[src/rtl/port_ext_pkg.sv]
// Shared types and helpers for the port_ext_arbiter slice: FSM state encoding,
// length-field width and the round-robin priority mask.
package port_ext_pkg;

  typedef enum logic {
    IDLE = 1'b0,
    HOLD = 1'b1
  } state_t;

  localparam int RR_MAX = 8;

  function automatic int len_w(input int w);
    return $clog2(w + 1);
  endfunction

  // Bit i set when requester i sits at or after the pointer in priority order.
  function automatic logic [RR_MAX-1:0] rr_mask(input int ptr);
    logic [RR_MAX-1:0] m;
    for (int i = 0; i < RR_MAX; i++) m[i] = (i >= ptr);
    return m;
  endfunction

endpackage

[src/rtl/port_ext_arbiter_extender.sv]
// port_extender: widens a value of runtime length to OUT_W by sign or zero
// extension, and flags when the extension filled at least one bit with 1.
module port_extender
  import port_ext_pkg::*;
#(
  parameter int  IN_W  = 2,
  parameter int  OUT_W = 4,
  localparam int LEN_W = len_w(IN_W)
) (
  input  logic [IN_W-1:0]  v,
  input  logic [LEN_W-1:0] len,
  input  logic             s,
  output logic [OUT_W-1:0] ext,
  output logic             fill
);

  logic [OUT_W-1:0] vw;
  logic             sbit;
  int               eff;

  always_comb begin
    vw   = '0;
    ext  = '0;
    fill = 1'b0;
    sbit = 1'b0;
    for (int i = 0; i < IN_W; i++) vw[i] = v[i];
    eff = (int'(len) > IN_W) ? IN_W : int'(len);
    // Bits above the effective length are don't-care; only v[eff-1] can spread.
    for (int i = 0; i < IN_W; i++) begin
      if (i == eff - 1) sbit = s & v[i];
    end
    for (int i = 0; i < OUT_W; i++) ext[i] = (i < eff) ? vw[i] : sbit;
    fill = sbit && (eff < OUT_W);
  end

endmodule

[src/rtl/port_ext_arbiter.sv]
// Round-robin arbiter sharing one width-extending valid/ready output port
// between NREQ requesters. Define PORT_EXT_CNT_EN to add the ext_fill_cnt counter.
module port_ext_arbiter
  import port_ext_pkg::*;
#(
  parameter int  NREQ  = 4,
  parameter int  IN_W  = 2,
  parameter int  OUT_W = 4,
  localparam int LEN_W = len_w(IN_W),
  localparam int SRC_W = (NREQ > 1) ? $clog2(NREQ) : 1
) (
  input  logic                  clk,
  input  logic                  rst_n,
  input  logic [NREQ-1:0]       req_valid,
  output logic [NREQ-1:0]       req_ready,
  input  logic [NREQ*IN_W-1:0]  req_data,
  input  logic [NREQ*LEN_W-1:0] req_len,
  input  logic [NREQ-1:0]       req_signed,
  output logic                  out_valid,
  input  logic                  out_ready,
  output logic [OUT_W-1:0]      out_data,
  output logic [SRC_W-1:0]      out_src
`ifdef PORT_EXT_CNT_EN
  ,
  output logic [15:0]           ext_fill_cnt
`endif
);

  state_t             state_q, state_d;
  logic [SRC_W-1:0]   ptr_q;
  logic [SRC_W-1:0]   win;
  logic               any_vld;
  logic               accept;
  logic               take;
  logic [RR_MAX-1:0]  mask_full;
  logic [NREQ-1:0]    masked;
  logic [IN_W-1:0]    win_v;
  logic [LEN_W-1:0]   win_len;
  logic               win_s;
  logic [OUT_W-1:0]   ext_p0;
  logic               fill_p0;
  logic [OUT_W-1:0]   data_p1;
  logic [SRC_W-1:0]   src_p1;

  // Stage p0: winner selection and extension of the winner's fields
  always_comb begin
    mask_full = rr_mask(int'(ptr_q));
    masked    = req_valid & mask_full[NREQ-1:0];
    any_vld   = |req_valid;
    win       = '0;
    for (int i = NREQ - 1; i >= 0; i--) if (req_valid[i]) win = SRC_W'(i);
    for (int i = NREQ - 1; i >= 0; i--) if (masked[i]) win = SRC_W'(i);
  end

  assign accept    = rst_n && ((state_q == IDLE) || out_ready);
  assign take      = accept && any_vld;
  assign req_ready = take ? (NREQ'(1) << win) : '0;

  assign win_v   = req_data[win*IN_W +: IN_W];
  assign win_len = req_len[win*LEN_W +: LEN_W];
  assign win_s   = req_signed[win];

  port_extender #(
    .IN_W (IN_W),
    .OUT_W(OUT_W)
  ) u_ext (
    .v   (win_v),
    .len (win_len),
    .s   (win_s),
    .ext (ext_p0),
    .fill(fill_p0)
  );

  always_comb begin
    state_d = state_q;
    if (take) state_d = HOLD;
    else if ((state_q == HOLD) && out_ready) state_d = IDLE;
  end

  always_ff @(posedge clk) begin
    if (!rst_n) state_q <= IDLE;
    else        state_q <= state_d;
  end

  // Stage p1: registered output transfer and pointer update
  always_ff @(posedge clk) begin
    if (!rst_n) begin
      data_p1 <= '0;
      src_p1  <= '0;
      ptr_q   <= '0;
    end else if (take) begin
      data_p1 <= ext_p0;
      src_p1  <= win;
      ptr_q   <= (win == SRC_W'(NREQ - 1)) ? '0 : win + 1'b1;
    end
  end

  assign out_valid = (state_q == HOLD);
  assign out_data  = data_p1;
  assign out_src   = src_p1;

`ifdef PORT_EXT_CNT_EN
  logic [15:0] cnt_q;

  always_ff @(posedge clk) begin
    if (!rst_n)                cnt_q <= '0;
    else if (take && fill_p0)  cnt_q <= cnt_q + 16'd1;
  end

  assign ext_fill_cnt = cnt_q;
`else
  logic fill_unused;
  assign fill_unused = fill_p0;
`endif

endmodule

[config.mk]
export PLATFORM = sky130hd
export DESIGN_NAME = port_ext_arbiter
export DESIGN_NICKNAME = d
export VERILOG_FILES = /design/src/rtl/port_ext_pkg.sv /design/src/rtl/port_ext_arbiter_extender.sv /design/src/rtl/port_ext_arbiter.sv
export SDC_FILE = /design/constraint.sdc
export NUM_CORES = 1
export LEC_CHECK = 0
export ABC_CLOCK_PERIOD_IN_PS = 3800
export CAP_MARGIN = 20
export CORE_MARGIN = 3
export CORE_UTILIZATION = 41
export DETAILED_ROUTE_END_ITERATION = 16
export PLACE_DENSITY = 0.87
export RECOVER_POWER = 50
export SYNTH_ARGS = -nofsm -noshare
export SYNTH_HDL_FRONTEND = slang
export SYNTH_SLANG_ARGS = --single-unit
[constraint.sdc]
create_clock -name clk -period 3.8 [get_ports clk]
set_input_delay 0.76 -clock clk [delete_from_list [all_inputs] [get_ports clk]]
set_output_delay 0.76 -clock clk [all_outputs]
set_load 0.05 [all_outputs]
Word-level counts from Yosys, hierarchy flattened
Index checks and enable logic that the tools add are counted.

Register bits after elaboration: 9. Bits in latches: 0. RAM bits: 0. Bits in read-only memories: 0. Bits of input ports: 27. Logic and storage cells: 52. Memories: 0.

Add/sub/neg operators: 2. Multipliers: 0. Divide/modulo/power cells: 0. Order comparisons: 9. Equal/unequal tests: 2. Shift operators: 3. Multiplexer cells: 21. Bitwise logic cells: 4. Reduce and logical (&&, ||, !) cells: 7.

Operators by type and width (number): $lt 3x32->1 const A (2); $eq 2x32->1 const A (1); $logic_not 32->1 (1); $lt 1x32->1 const A (1); $lt 2x32->1 const A (1); $sub 32x2->32 const B (1); $mux 2 (10); $shiftx 8x4->2 (2); $mux 1 (9); $and 4x4->4 (1); $ge 1x2->1 const A (2); $mux 4 (1); $reduce_or 4->1 (1); $shl 1x2->4 const A (1); $logic_and 1x1->1 (3); $lt 2x3->1 const B (1); $add 2x1->2 const B (1); $and 1x1->1 (2); $bmux 1 s2 (1); $eq 2x2->1 const B (1); $ge 2x2->1 const A (1); $gt 2x2->1 const B (1); $reduce_bool 2->1 (1); $logic_or 1x1->1 (1); $not 1->1 (1).

Logic depth before layout (Yosys ltp)
Depth after elaboration: 16. Depth in mapped cells: 8. Depth with buffers taken out: 8.

By module
A second synthesis with hierarchy kept.

Cell total of the unflattened synthesis: 86. Area total of the unflattened synthesis: 721.9 um^2.

Modules (own cells, without submodules): port_ext_arbiter (instances 1, cells an instance 78, area each 664.4 um^2, sequential area each 180.2 um^2); port_extender (instances 1, cells an instance 8, area each 57.6 um^2, sequential area each 0.0 um^2).

Least setup slack after synthesis
OpenSTA, ideal clock, no wires.

Path kind: input port to output port. Start: in req_valid[0]. End: out req_ready[1]. Data arrival time: 2.001 ns. Data required time: 3.040 ns. Slack: 1.039 ns. Stages: 7. Path buffers: 1. Cell sequence: a21oi_1 o21a_1 o22a_2 buf_6 inv_1 ha_1 and2_1.

Longest elaborated chain between the ends: 7.

RTL lines: start, declared (line port_ext_arbiter.sv:14) `input logic [NREQ-1:0] req_valid,`; $mux 2 (line port_ext_arbiter.sv:51) `for (int i = NREQ - 1; i >= 0; i--) if (req_valid[i]) win = SRC_W'(i);`; $mux 2 (3 in series) (line port_ext_arbiter.sv:52) `for (int i = NREQ - 1; i >= 0; i--) if (masked[i]) win = SRC_W'(i);`; $mux 2 (*) (line port_ext_arbiter.sv:52); named net win[1] (line port_ext_arbiter.sv:31) `logic [SRC_W-1:0] win;`; $shl 1x2->4 (*) (line port_ext_arbiter.sv:57) `assign req_ready = take ? (NREQ'(1) << win) : '0;`; $mux 4 (*) (line port_ext_arbiter.sv:57); end, declared (line port_ext_arbiter.sv:15) `output logic [NREQ-1:0] req_ready,`.

Mark *: on every way through the listed nets, which the timed path passes. The rest lies on a longest branch.

Final worst setup path
Start: in req_valid[0]. End: out req_ready[0].

Same word-level chain as after synthesis.

==> reports/results.txt <==
post-CTS resize count: 0
grt ovf: 0
MaxCap Viol Count: 0
Final period util: 90.0%
fin. max-slew vios: 0
prevailing post-synth register cell: dfxtp_1
share of cells above drive strength 1: 13.2%
Fin Hold WS: 0.453 ns
setup TNS: 0 ns
global-route wire length before repair: 2.92 mm
Synth cell types: 30
Post-CTS Hold Buffers: 0
Async SR Flop Fraction: 0%
Tightest Pin Transition: 0.510 ns
H-tree Lvls: 1
Post-synth EDFFs: 0
post-DP HPWL: 1.47 mm
largest net degree at the start of global routing: 14
Period minus WS final: 3.42 ns
IR drop worst, VDD: 0.264 mV
deepest clock path buffer count: 2
# rows: 14
vias per std cell: 5.07
Core Region: 0.00159 mm²
via count of the first global-routing pass: 685
total power: 0.404 mW
CTS tree: done
FMAX: 0.292 GHz
Synth Area per Inst: 8.80 µm²
Leak: 0.480 nW
critical-path maximum fanout: 7
max_slew headroom: 65.9%
Synth area leaders: dfxtp_1 25%, mux2i_1 16%, ha_1 6.8%, mux2i_2 5.7%, a21oi_1 5.5%
type of origin of the critical path: input pin
Yosys top cell area share: 24.7%
HP Class: flip-flop to flip-flop
via count: 735
Worst-path clk slew: 0.06 ns
WP data arrival: 2.66 ns
min-delay src: out_src[0]
top-count cell post-synth: mux2i_1
r2r worst-path depth: 7
crit end category: output port
# diodes: 0
Yosys warning count: 0
status: complete, no violations
FF-to-FF End: out_data[2]
worst r2r src: ptr_q[1]
drt wl/cell: 12.6 µm
Clk Latency, worst-skew pair: 0.26 ns
Initial Utilization: 45.8%
R2R setup slack: 1.87 ns
RSZ-0062 raised after global routing: false
postcts setup bufs: 0
wirelength, routed: 1.83 mm
die area: 0.00232 mm²
Pwr per Cell Area: 349 mW/mm²
hold path cells: 2
endpoints failing setup: 0
drt drc: 0
Layout Area Growth over Synthesis: 58.4%
Yosys reg bits: 9
CTS Root Cell: clkbuf_4
CP Data Required Time: 3.04 ns
Hold Path Sink: out_src[0]
cell area after synthesis: 731 µm²
post-route ant nets: 0
Port Buffers: 37
Die X: 48.2 µm
total CTS buffers: 3
kind of critical path: input pin to output port
Chip Height: 48.2 µm
I/O pins: 38
commonest cells in the netlist: 12 x mux2i_1, 9 x dfxtp_1, 8 x a21oi_1
DRT Pass-1 Iters: 4
Nets: 153
Synth area leader: dfxtp_1
skew final: 0.00367 ns
initial antenna violation count: 0
Post-Synthesis Cells: 83
placer congestion estimate: 0.885
initial DRC count: 3
Clock Sink Count: 9
post-synthesis sequential area ratio: 24.7%
Total GRT Usage: 18.0%
Synth Net Count: 114
Hold Fails Final Rpt: 0
==> stage by stage <==
stage | instance area [µm²] | setup slack, ns | util (%) | std cells
2_1_floorplan | 731 | 1.04 | - | 83
6_report | 1160 | 0.381 | 72.6 | 145
4_1_cts | 1160 | 0.484 | 72.6 | 145
3_3_place_gp | 1130 | 0.532 | 71.0 | 141
3_5_place_dp | 1130 | 0.490 | 71.0 | 141
5_1_grt | 1160 | 0.268 | 72.6 | 145
==> layer usage <==
layer	GRT usage [%]	share of wire, %
met1	21.2	41
met2	30.7	50
met3	6.64	8.2
met4	4.84	0.87
met5	0	0
==> placed cells by master (no fill, tap or decap), types with 2 or more instances in the layout <==
cell and n:
nand2_1 5, dlygate4sd3_1 8, mux2i_1 12, clkdlybuf4s50_1 25, nor2_1 2, nor2b_1 2, dfxtp_1 9, o21ai_1 2
inv_1 2, clkbuf_4 3, and2_1 6, mux2i_2 3, a21oi_1 8, buf_12 3, nand3_1 5, nor3_1 2
o21ai_0 4, ha_1 4
==> power breakdown <==
| group | internal (mW) | leakage (nW) | switching (mW) |
|---|---|---|---|
| sequential | 0.107 | 0.0742 | 0.00863 |
| clock | 0.0405 | 0.0150 | 0.0331 |
| combinational | 0.0963 | 0.391 | 0.119 |
==> critical path, stage by stage <==
cell and delay, ns:
dlygate4sd3_1 0.59, mux2i_1 0.16, nor2_1 0.08, nor3_4 0.44, inv_4 0.10, ha_1 0.21
and2_1 0.16, buf_12 0.15
==> cell families (layout without fill, tap and decap cells) <==
kind of cell               Yosys count  count (layout)  synth area share, %
adders and majority gates            4               4                 6.85
buffers and inverters                6              44                 5.65
DFF                                  9               9                 24.7
and+or+nand+nor                     30              30                 25.2
muxes                               15              15                 22.1
AOI/OAI and AO/OA                   19              19                 15.6
==> how the worst max path moves through the flow <==
stage / start / endpoint / slack [ns]
6_report: req_valid[0] / req_ready[0] / 0.38
5_1_grt: req_valid[0] / req_ready[0] / 0.27
4_1_cts: req_valid[0] / req_ready[0] / 0.48
3_5_place_dp: req_valid[0] / req_ready[0] / 0.49
3_3_place_gp: req_valid[2] / req_ready[2] / 0.53
2_1_floorplan: req_valid[0] / req_ready[1] / 1.04
==> state kept, by name, indices dropped and copies added (netlist names) <==
name / cells
out_src: 2
ptr_q: 2
out_valid: 1
out_data: 4
==> cell type report <==
type / instances / area [µm²]
Clock buffer: 4 / 26.3
Tap cell: 24 / 30.0
Fill cell: 131 / 437
Inverter: 3 / 13.8
Sequential cell: 9 / 180
Timing Repair Buffer: 37 / 398
Multi-Input combinational cell: 68 / 509
Power figures use the tool's default switching activity.
